### src/rtl/div_seq_pkg.sv
// Shared definitions for the sequential divider.
//   div_state_e : FSM state encoding (IDLE, CALC, FIX)
//   cnt_width() : iteration counter width, clog2(DATA_WIDTH+1)
package div_pkg;

    typedef enum logic [1:0] {
        IDLE = 2'd0,
        CALC = 2'd1,
        FIX  = 2'd2
    } div_state_e;

    function automatic int cnt_width(input int dw);
        return $clog2(dw + 1);
    endfunction

endpackage

### src/rtl/div_seq_if.sv
// Request/response bundle of the sequential divider.
//   master : drives start, numer, denom, attr_in; observes busy, done, results
//   slave  : the divider side
interface div_seq_if #(
    parameter int DATA_WIDTH = 32,
    parameter int ATTR_WIDTH = 4
);
    logic                  start;
    logic [DATA_WIDTH-1:0] numer;
    logic [DATA_WIDTH-1:0] denom;
    logic [ATTR_WIDTH:0]   attr_in;
    logic                  busy;
    logic                  done;
    logic [DATA_WIDTH-1:0] quotient;
    logic [DATA_WIDTH-1:0] remain;
    logic [ATTR_WIDTH:0]   attr_out;

    modport master (
        output start, numer, denom, attr_in,
        input  busy, done, quotient, remain, attr_out
    );

    modport slave (
        input  start, numer, denom, attr_in,
        output busy, done, quotient, remain, attr_out
    );
endinterface

### src/rtl/div_seq_step.sv
// One radix-2 restoring division step (combinational).
//   rem_in  : current partial remainder (DATA_WIDTH+1 bits)
//   bit_in  : next dividend bit, MSB first
//   divisor : divisor magnitude
//   rem_out : next partial remainder
//   q_bit   : quotient bit produced by this step
module div_step #(
    parameter int DATA_WIDTH = 32
) (
    input  logic [DATA_WIDTH:0]   rem_in,
    input  logic                  bit_in,
    input  logic [DATA_WIDTH-1:0] divisor,
    output logic [DATA_WIDTH:0]   rem_out,
    output logic                  q_bit
);
    logic [DATA_WIDTH+1:0] trial;

    always_comb begin
        trial = {rem_in, bit_in};
        q_bit = (trial >= {2'b00, divisor});
        // When the subtract is taken the difference is below the divisor, so
        // the low DATA_WIDTH+1 bits hold it exactly.
        rem_out = q_bit ? (trial[DATA_WIDTH:0] - {1'b0, divisor})
                        : trial[DATA_WIDTH:0];
    end
endmodule

### src/rtl/div_seq.sv
// Sequential radix-2 restoring divider, fixed latency DATA_WIDTH+2 edges
// (start edge = edge 0, done valid after edge DATA_WIDTH+1).
// Optional macro: DIV_SEQ_SIGNED_EN selects two's-complement operands.
// Ports:
//   clk : clock, rising edge
//   rst : asynchronous active-low reset
//   bus : div_seq_if.slave (start/numer/denom/attr_in in,
//         busy/done/quotient/remain/attr_out out)
module div_seq
    import div_pkg::*;
#(
    parameter int DATA_WIDTH = 32,
    parameter int ATTR_WIDTH = 4,
    parameter int INVALID    = 0
) (
    input  logic     clk,
    input  logic     rst,
    div_seq_if.slave bus
);
    localparam int            CW   = cnt_width(DATA_WIDTH);
    localparam logic [CW-1:0] LAST = CW'(DATA_WIDTH - 1);

    div_state_e state, state_nxt;
    logic       accept, step_en, fix_en;

    logic [CW-1:0]         cnt;
    logic [DATA_WIDTH-1:0] dvd;       // dividend shifts out, quotient shifts in
    logic [DATA_WIDTH-1:0] dsr;
    logic [DATA_WIDTH:0]   prem, prem_nxt;
    logic                  q_bit;
    logic                  inv_op, dz;

    logic [DATA_WIDTH-1:0] numer_mag, denom_mag;
    logic [DATA_WIDTH-1:0] quot_nxt, rem_res;
    logic [ATTR_WIDTH:0]   attr_nxt;
    logic                  inv_nxt;

    logic                  busy_q, done_q;
    logic [DATA_WIDTH-1:0] quot_q, rem_q;
    logic [ATTR_WIDTH:0]   attr_q;

`ifdef DIV_SEQ_SIGNED_EN
    localparam logic [DATA_WIDTH-1:0] MOST_NEG = {1'b1, {(DATA_WIDTH-1){1'b0}}};
    logic neg_q, neg_r, ovf;

    always_comb begin
        numer_mag = bus.numer[DATA_WIDTH-1] ? -bus.numer : bus.numer;
        denom_mag = bus.denom[DATA_WIDTH-1] ? -bus.denom : bus.denom;
    end

    always_ff @(posedge clk or negedge rst) begin
        if (!rst) begin
            neg_q <= 1'b0;
            neg_r <= 1'b0;
            ovf   <= 1'b0;
        end else if (accept) begin
            neg_q <= bus.numer[DATA_WIDTH-1] ^ bus.denom[DATA_WIDTH-1];
            neg_r <= bus.numer[DATA_WIDTH-1];
            ovf   <= (bus.numer == MOST_NEG) && (bus.denom == '1);
        end
    end
`else
    always_comb begin
        numer_mag = bus.numer;
        denom_mag = bus.denom;
    end
`endif

    // FSM: state register
    always_ff @(posedge clk or negedge rst) begin
        if (!rst) state <= IDLE;
        else      state <= state_nxt;
    end

    // FSM: next state
    always_comb begin
        state_nxt = state;
        case (state)
            IDLE:    if (bus.start) state_nxt = CALC;
            CALC:    if (cnt == LAST) state_nxt = FIX;
            FIX:     state_nxt = IDLE;
            default: state_nxt = IDLE;
        endcase
    end

    // FSM: control outputs
    always_comb begin
        accept  = 1'b0;
        step_en = 1'b0;
        fix_en  = 1'b0;
        case (state)
            IDLE:    accept  = bus.start;
            CALC:    step_en = 1'b1;
            FIX:     fix_en  = 1'b1;
            default: ;
        endcase
    end

    div_step #(.DATA_WIDTH(DATA_WIDTH)) u_step (
        .rem_in  (prem),
        .bit_in  (dvd[DATA_WIDTH-1]),
        .divisor (dsr),
        .rem_out (prem_nxt),
        .q_bit   (q_bit)
    );

    always_ff @(posedge clk or negedge rst) begin
        if (!rst) begin
            cnt    <= '0;
            dvd    <= '0;
            dsr    <= '0;
            prem   <= '0;
            inv_op <= 1'b0;
            dz     <= 1'b0;
        end else if (accept) begin
            cnt    <= '0;
            dvd    <= numer_mag;
            dsr    <= denom_mag;
            prem   <= '0;
            inv_op <= bus.attr_in[INVALID];
            dz     <= (bus.denom == '0);
        end else if (step_en) begin
            cnt  <= cnt + CW'(1);
            dvd  <= {dvd[DATA_WIDTH-2:0], q_bit};
            prem <= prem_nxt;
        end
    end

    // Result fix-up; the partial remainder is below the divisor, so its
    // low DATA_WIDTH bits carry the full remainder.
    always_comb begin
        quot_nxt = dvd;
        rem_res  = prem[DATA_WIDTH-1:0];
        inv_nxt  = inv_op | dz;
`ifdef DIV_SEQ_SIGNED_EN
        if (neg_q) quot_nxt = -dvd;
        if (neg_r) rem_res  = -prem[DATA_WIDTH-1:0];
        inv_nxt = inv_nxt | ovf;
`endif
        // Divide-by-zero overrides the sign fix; the remainder already
        // reproduces the dividend.
        if (dz) quot_nxt = '1;
        attr_nxt          = '0;
        attr_nxt[INVALID] = inv_nxt;
    end

    always_ff @(posedge clk or negedge rst) begin
        if (!rst) begin
            busy_q <= 1'b0;
            done_q <= 1'b0;
            quot_q <= '0;
            rem_q  <= '0;
            attr_q <= '0;
        end else begin
            done_q <= fix_en;
            // busy spans the done cycle; a start accepted there keeps it high
            if (accept)      busy_q <= 1'b1;
            else if (done_q) busy_q <= 1'b0;
            if (fix_en) begin
                quot_q <= quot_nxt;
                rem_q  <= rem_res;
                attr_q <= attr_nxt;
            end
        end
    end

    assign bus.busy     = busy_q;
    assign bus.done     = done_q;
    assign bus.quotient = quot_q;
    assign bus.remain   = rem_q;
    assign bus.attr_out = attr_q;
endmodule
### src/flat_wrapper.sv
// flat-port wrapper written by rule: the top's interface ports become plain ports
module div_seq_flat import div_pkg::*;
#(
    parameter int DATA_WIDTH = 32,
    parameter int ATTR_WIDTH = 4,
    parameter int INVALID    = 0
)
  (clk, rst, bus_start, bus_numer, bus_denom, bus_attr_in, bus_busy, bus_done, bus_quotient, bus_remain, bus_attr_out);
  div_seq_if #(.DATA_WIDTH(DATA_WIDTH), .ATTR_WIDTH(ATTR_WIDTH)) bus_i ();
  input  logic clk;
  input  logic rst;
  input wire logic [$bits(bus_i.start)-1:0] bus_start;
  input wire logic [$bits(bus_i.numer)-1:0] bus_numer;
  input wire logic [$bits(bus_i.denom)-1:0] bus_denom;
  input wire logic [$bits(bus_i.attr_in)-1:0] bus_attr_in;
  output wire logic [$bits(bus_i.busy)-1:0] bus_busy;
  output wire logic [$bits(bus_i.done)-1:0] bus_done;
  output wire logic [$bits(bus_i.quotient)-1:0] bus_quotient;
  output wire logic [$bits(bus_i.remain)-1:0] bus_remain;
  output wire logic [$bits(bus_i.attr_out)-1:0] bus_attr_out;
  assign bus_i.start = bus_start;
  assign bus_i.numer = bus_numer;
  assign bus_i.denom = bus_denom;
  assign bus_i.attr_in = bus_attr_in;
  assign bus_busy = bus_i.busy;
  assign bus_done = bus_i.done;
  assign bus_quotient = bus_i.quotient;
  assign bus_remain = bus_i.remain;
  assign bus_attr_out = bus_i.attr_out;
  div_seq #(.DATA_WIDTH(DATA_WIDTH), .ATTR_WIDTH(ATTR_WIDTH), .INVALID(INVALID)) u_core (.clk(clk), .rst(rst), .bus(bus_i));
endmodule
### config.mk
export PLATFORM = sky130hd
export DESIGN_NAME = div_seq_flat
export DESIGN_NICKNAME = d
export VERILOG_FILES = /design/src/rtl/div_seq_pkg.sv /design/src/rtl/div_seq_if.sv /design/src/rtl/div_seq_step.sv /design/src/rtl/div_seq.sv /design/src/flat_wrapper.sv
export SDC_FILE = /design/constraint.sdc
export NUM_CORES = 1
export LEC_CHECK = 0
export CAP_MARGIN = 5
export CORE_MARGIN = 1.5
export CORE_UTILIZATION = 45
export DETAILED_ROUTE_END_ITERATION = 7
export PLACE_DENSITY = 0.7
export SYNTH_ARGS = -nofsm -noshare
export SYNTH_HDL_FRONTEND = slang
export SYNTH_SLANG_ARGS = --single-unit
### constraint.sdc
create_clock -name clk -period 6.8 [get_ports clk]
set_clock_uncertainty 0.05 [all_clocks]
set_input_delay 1.36 -clock clk [delete_from_list [all_inputs] [get_ports clk]]
set_output_delay 1.36 -clock clk [all_outputs]
set_load 0.05 [all_outputs]
==> impl_metrics.toml <==
[clocking]
cts_tree = "built"
path_clk_slew_ns = 0.07
ctsRootBufferMaster = "clkbuf_16"
worstSkewPairLatency_ns = 0.44
clockBufferDepth = 2
postCtsSetupBuffers = 0
cts_resized = 0
clkSinkCount = 174
cts_made_buffers = 17
hold_buffers = 0
cts_max_level = 4

[critical_path]
worstPathRequired_ns = 7.06
cp.depth = 12
critPathBufInv = 2
reg2reg_depth = 12
cp_cell_sequence = "inv_1 > ha_1 > fa_1 > nor2b_1 > o2111ai_1 > nand4_1 > a41oi_1 > and3_1 > o21ai_2 > buf_4 > mux2i_1 > o21ai_1"
path_max_fanout = 25
crit_type = "register to register"
crit_end = "u_core.prem[8]$_DFFE_PN0P_"
crit_path_start_kind = "register"
slowest_delay_ns = 0.67
cp-end-kind = "register"
slowest_stage = "o21ai_2"
worstReg2RegStart = "u_core.dvd[31]$_DFFE_PN0P_"
r2r_slack_ns = 3.02
cp_top_family = "compound AO/OA/AOI/OAI gates"
critPathLaunch = "u_core.dvd[31]$_DFFE_PN0P_"
crit_arrival_ns = 4.04
reg2reg_to = "u_core.prem[8]$_DFFE_PN0P_"

[synth]
synth-async-reset-ratio = 1.00
synthFlopType = "dfrtp_1"
synth.avg_cell_area_um2 = 8.51
syn_area_um2 = 8950
synth_warnings = 0
synthCells = 1051
synth_cell_types = 57
ys_seq_area_frac = 0.487
synth_edf_count = 0
ys_seq_elements = 174

[finish]
nNetsFinal = 1255
drive_gt1_frac = 0.0456
fin_util = 0.568
final_cell_mix = "nand2_1, dfrtp_1, clkdlybuf4s50_1, o21ai_0, a21oi_1"
syn_to_final_growth_pct = 23.5
fillers = 1799
final_common_cell = "nand2_1"
diodes = 0

[grt]
grt_pass1_vias = 7404
grt_max_degree = 101
antenna_found_initial = 0
grt_first_pass_wirelength_um = 36200
overflow = 0
grt_usage = 0.222

[sta]
fin_setup_tns_ns = 0
max_freq_ghz = 0.265
worst_slew_pin_slew_ns = 1.21
finalCriticalPeriod_ns = 3.78
hold_viol = 0
setup_viol = 0
maxSlewHeadroom = 0.191
min_period_over_period = 0.556
rsz0062_at_grt = "no"
drv_slew = 0

[drt]
vias = 7641
remaining_drc_errors = 0
wl_per_cell_um = 15.2
drt_iter0_drc = 439
vias_per_cell = 5.35
postRouteAntennaNets = 0
wl_um = 21700
first_pass_iters = 5

[outcome]
status = "complete, no violations"

[floorplan]
die_w_um = 144
initial_core_util = 0.460
num_io_pins = 143
core_area_um2 = 19500
die_area_um2 = 20700
die_h_um = 144
rows = 51

[pwr]
cellPowerDensity_nw_per_um2 = 455
leakage_uw = 0.00500
ir_drop_mv = 0.253

[placed_design]
routabilityCongestion = 0.880
hpwl_um = 14900
io_buffers = 134

[run]
cap_violations = 0

[hold_path]
holdCritPathClass = "register to register"
hp-start = "u_core.bus.remain[6]$_DFFE_PN0P_"
hold_depth = 2
## metal layers
layer / vias to the layer above / track usage / part of all wire
li1: 3784 / - / -
met1: 3625 / 0.298 / 0.46
met2: 190 / 0.356 / 0.46
met3: 42 / 0.0364 / 0.045
met4: 0 / 0.0940 / 0.028
met5: - / 0 / 0
## through the flow
step / setup WS, ns / cell area (um^2) / std cells / total power [uW] / hold WS [ns]
global placement: 3.08 / 10500 / 1395 / 3950 / 0.405
global route: 2.61 / 11000 / 1427 / 5480 / 0.443
CTS: 3.05 / 11000 / 1427 / 5020 / 0.429
finish: 3.02 / 11000 / 1427 / 5030 / 0.423
floorplan: 3.73 / 8960 / 1054 / 3470 / 0.397
detailed placement: 3.07 / 10500 / 1395 / 4010 / 0.412
## worst min-delay path by stage
stage	end	slack, ns
after floorplan	u_core.inv_op$_DFFE_PN0P_	0.40
after global placement	u_core.bus.busy$_DFFE_PN0P_	0.41
after global routing	u_core.bus.remain[2]$_DFFE_PN0P_	0.44
after detailed placement	u_core.bus.remain[11]$_DFFE_PN0P_	0.41
after CTS	u_core.bus.remain[11]$_DFFE_PN0P_	0.43
final	u_core.bus.remain[6]$_DFFE_PN0P_	0.42
## layout make-up
class | instances | area, um^2 | area share
flip-flops and latches | 174 | 4350 | 0.394
multi-input cells | 775 | 4220 | 0.382
repair buffers | 142 | 1400 | 0.127
clock buffers | 17 | 425 | 0.0385
well taps | 265 | 332 | 0.0300
clock inverters | 15 | 171 | 0.0155
inverters | 39 | 146 | 0.0133
## Yosys cell counts (all sizes together) (3+ instances only)
library cell  number  share of area
o21bai             6         0.0050
nand4             10         0.0070
and2               3         0.0021
a22oi             31          0.026
and3               5         0.0035
o211ai             4         0.0034
a31oi              5         0.0035
clkbuf            58          0.024
nand2            286           0.12
xor2               8         0.0078
o21ai            125          0.070
dfrtp            174           0.49
mux2i             10          0.011
or3                4         0.0034
a21oi             59          0.033
buf                8         0.0052
nand2b             5         0.0035
nor3               9         0.0050
nor4               9         0.0063
nand3             29          0.016
nor2              53          0.022
o31ai              5         0.0042
a21o              12          0.010
xnor2             18          0.018
inv               39          0.016
o21a               8         0.0067
nor2b              5         0.0035
ha                33          0.046
## worst reg2reg max path, stage by stage (launching register included)
cell and delay, ns:
dfrtp_1 0.37, inv_1 0.07, ha_1 0.22, fa_1 0.38, nor2b_1 0.22, o2111ai_1 0.18
nand4_1 0.19, a41oi_1 0.26, and3_1 0.29, o21ai_2 0.67, buf_4 0.43, mux2i_1 0.26
o21ai_1 0.07
## power by group
part | switching (uW) | internal [uW] | total (uW)
Sequential | 235 | 1340 | 1570
Combinational | 1410 | 1060 | 2460
Clock | 469 | 525 | 994
## flip-flops by register name, summed over array words and instances, names as in the netlist
register / flops
u_core.dsr: 32
u_core.dz: 1
u_core.bus.busy: 1
u_core.prem: 33
u_core.bus.remain: 32
u_core.bus.attr_out: 1
u_core.inv_op: 1
u_core.dvd: 32
u_core.bus.quotient: 32
u_core.bus.done: 1
u_core.cnt: 6
u_core.state: 2
## cell families (layout without fill, tap and decap cells)
group / Yosys count / in the layout / share of synthesized area
AO/OA/AOI/OAI: 276 / 276 / 0.183
XOR/XNOR: 26 / 26 / 0.0255
adder cells (fa/ha/maj): 34 / 34 / 0.0484
buffers and inverters: 105 / 213 / 0.0459
flip-flops: 174 / 174 / 0.487
multiplexers: 11 / 11 / 0.0124
other: 1 / 4 / 0.000419
AND/OR/NAND/NOR: 424 / 424 / 0.198
(Power assumes the default switching activity.)
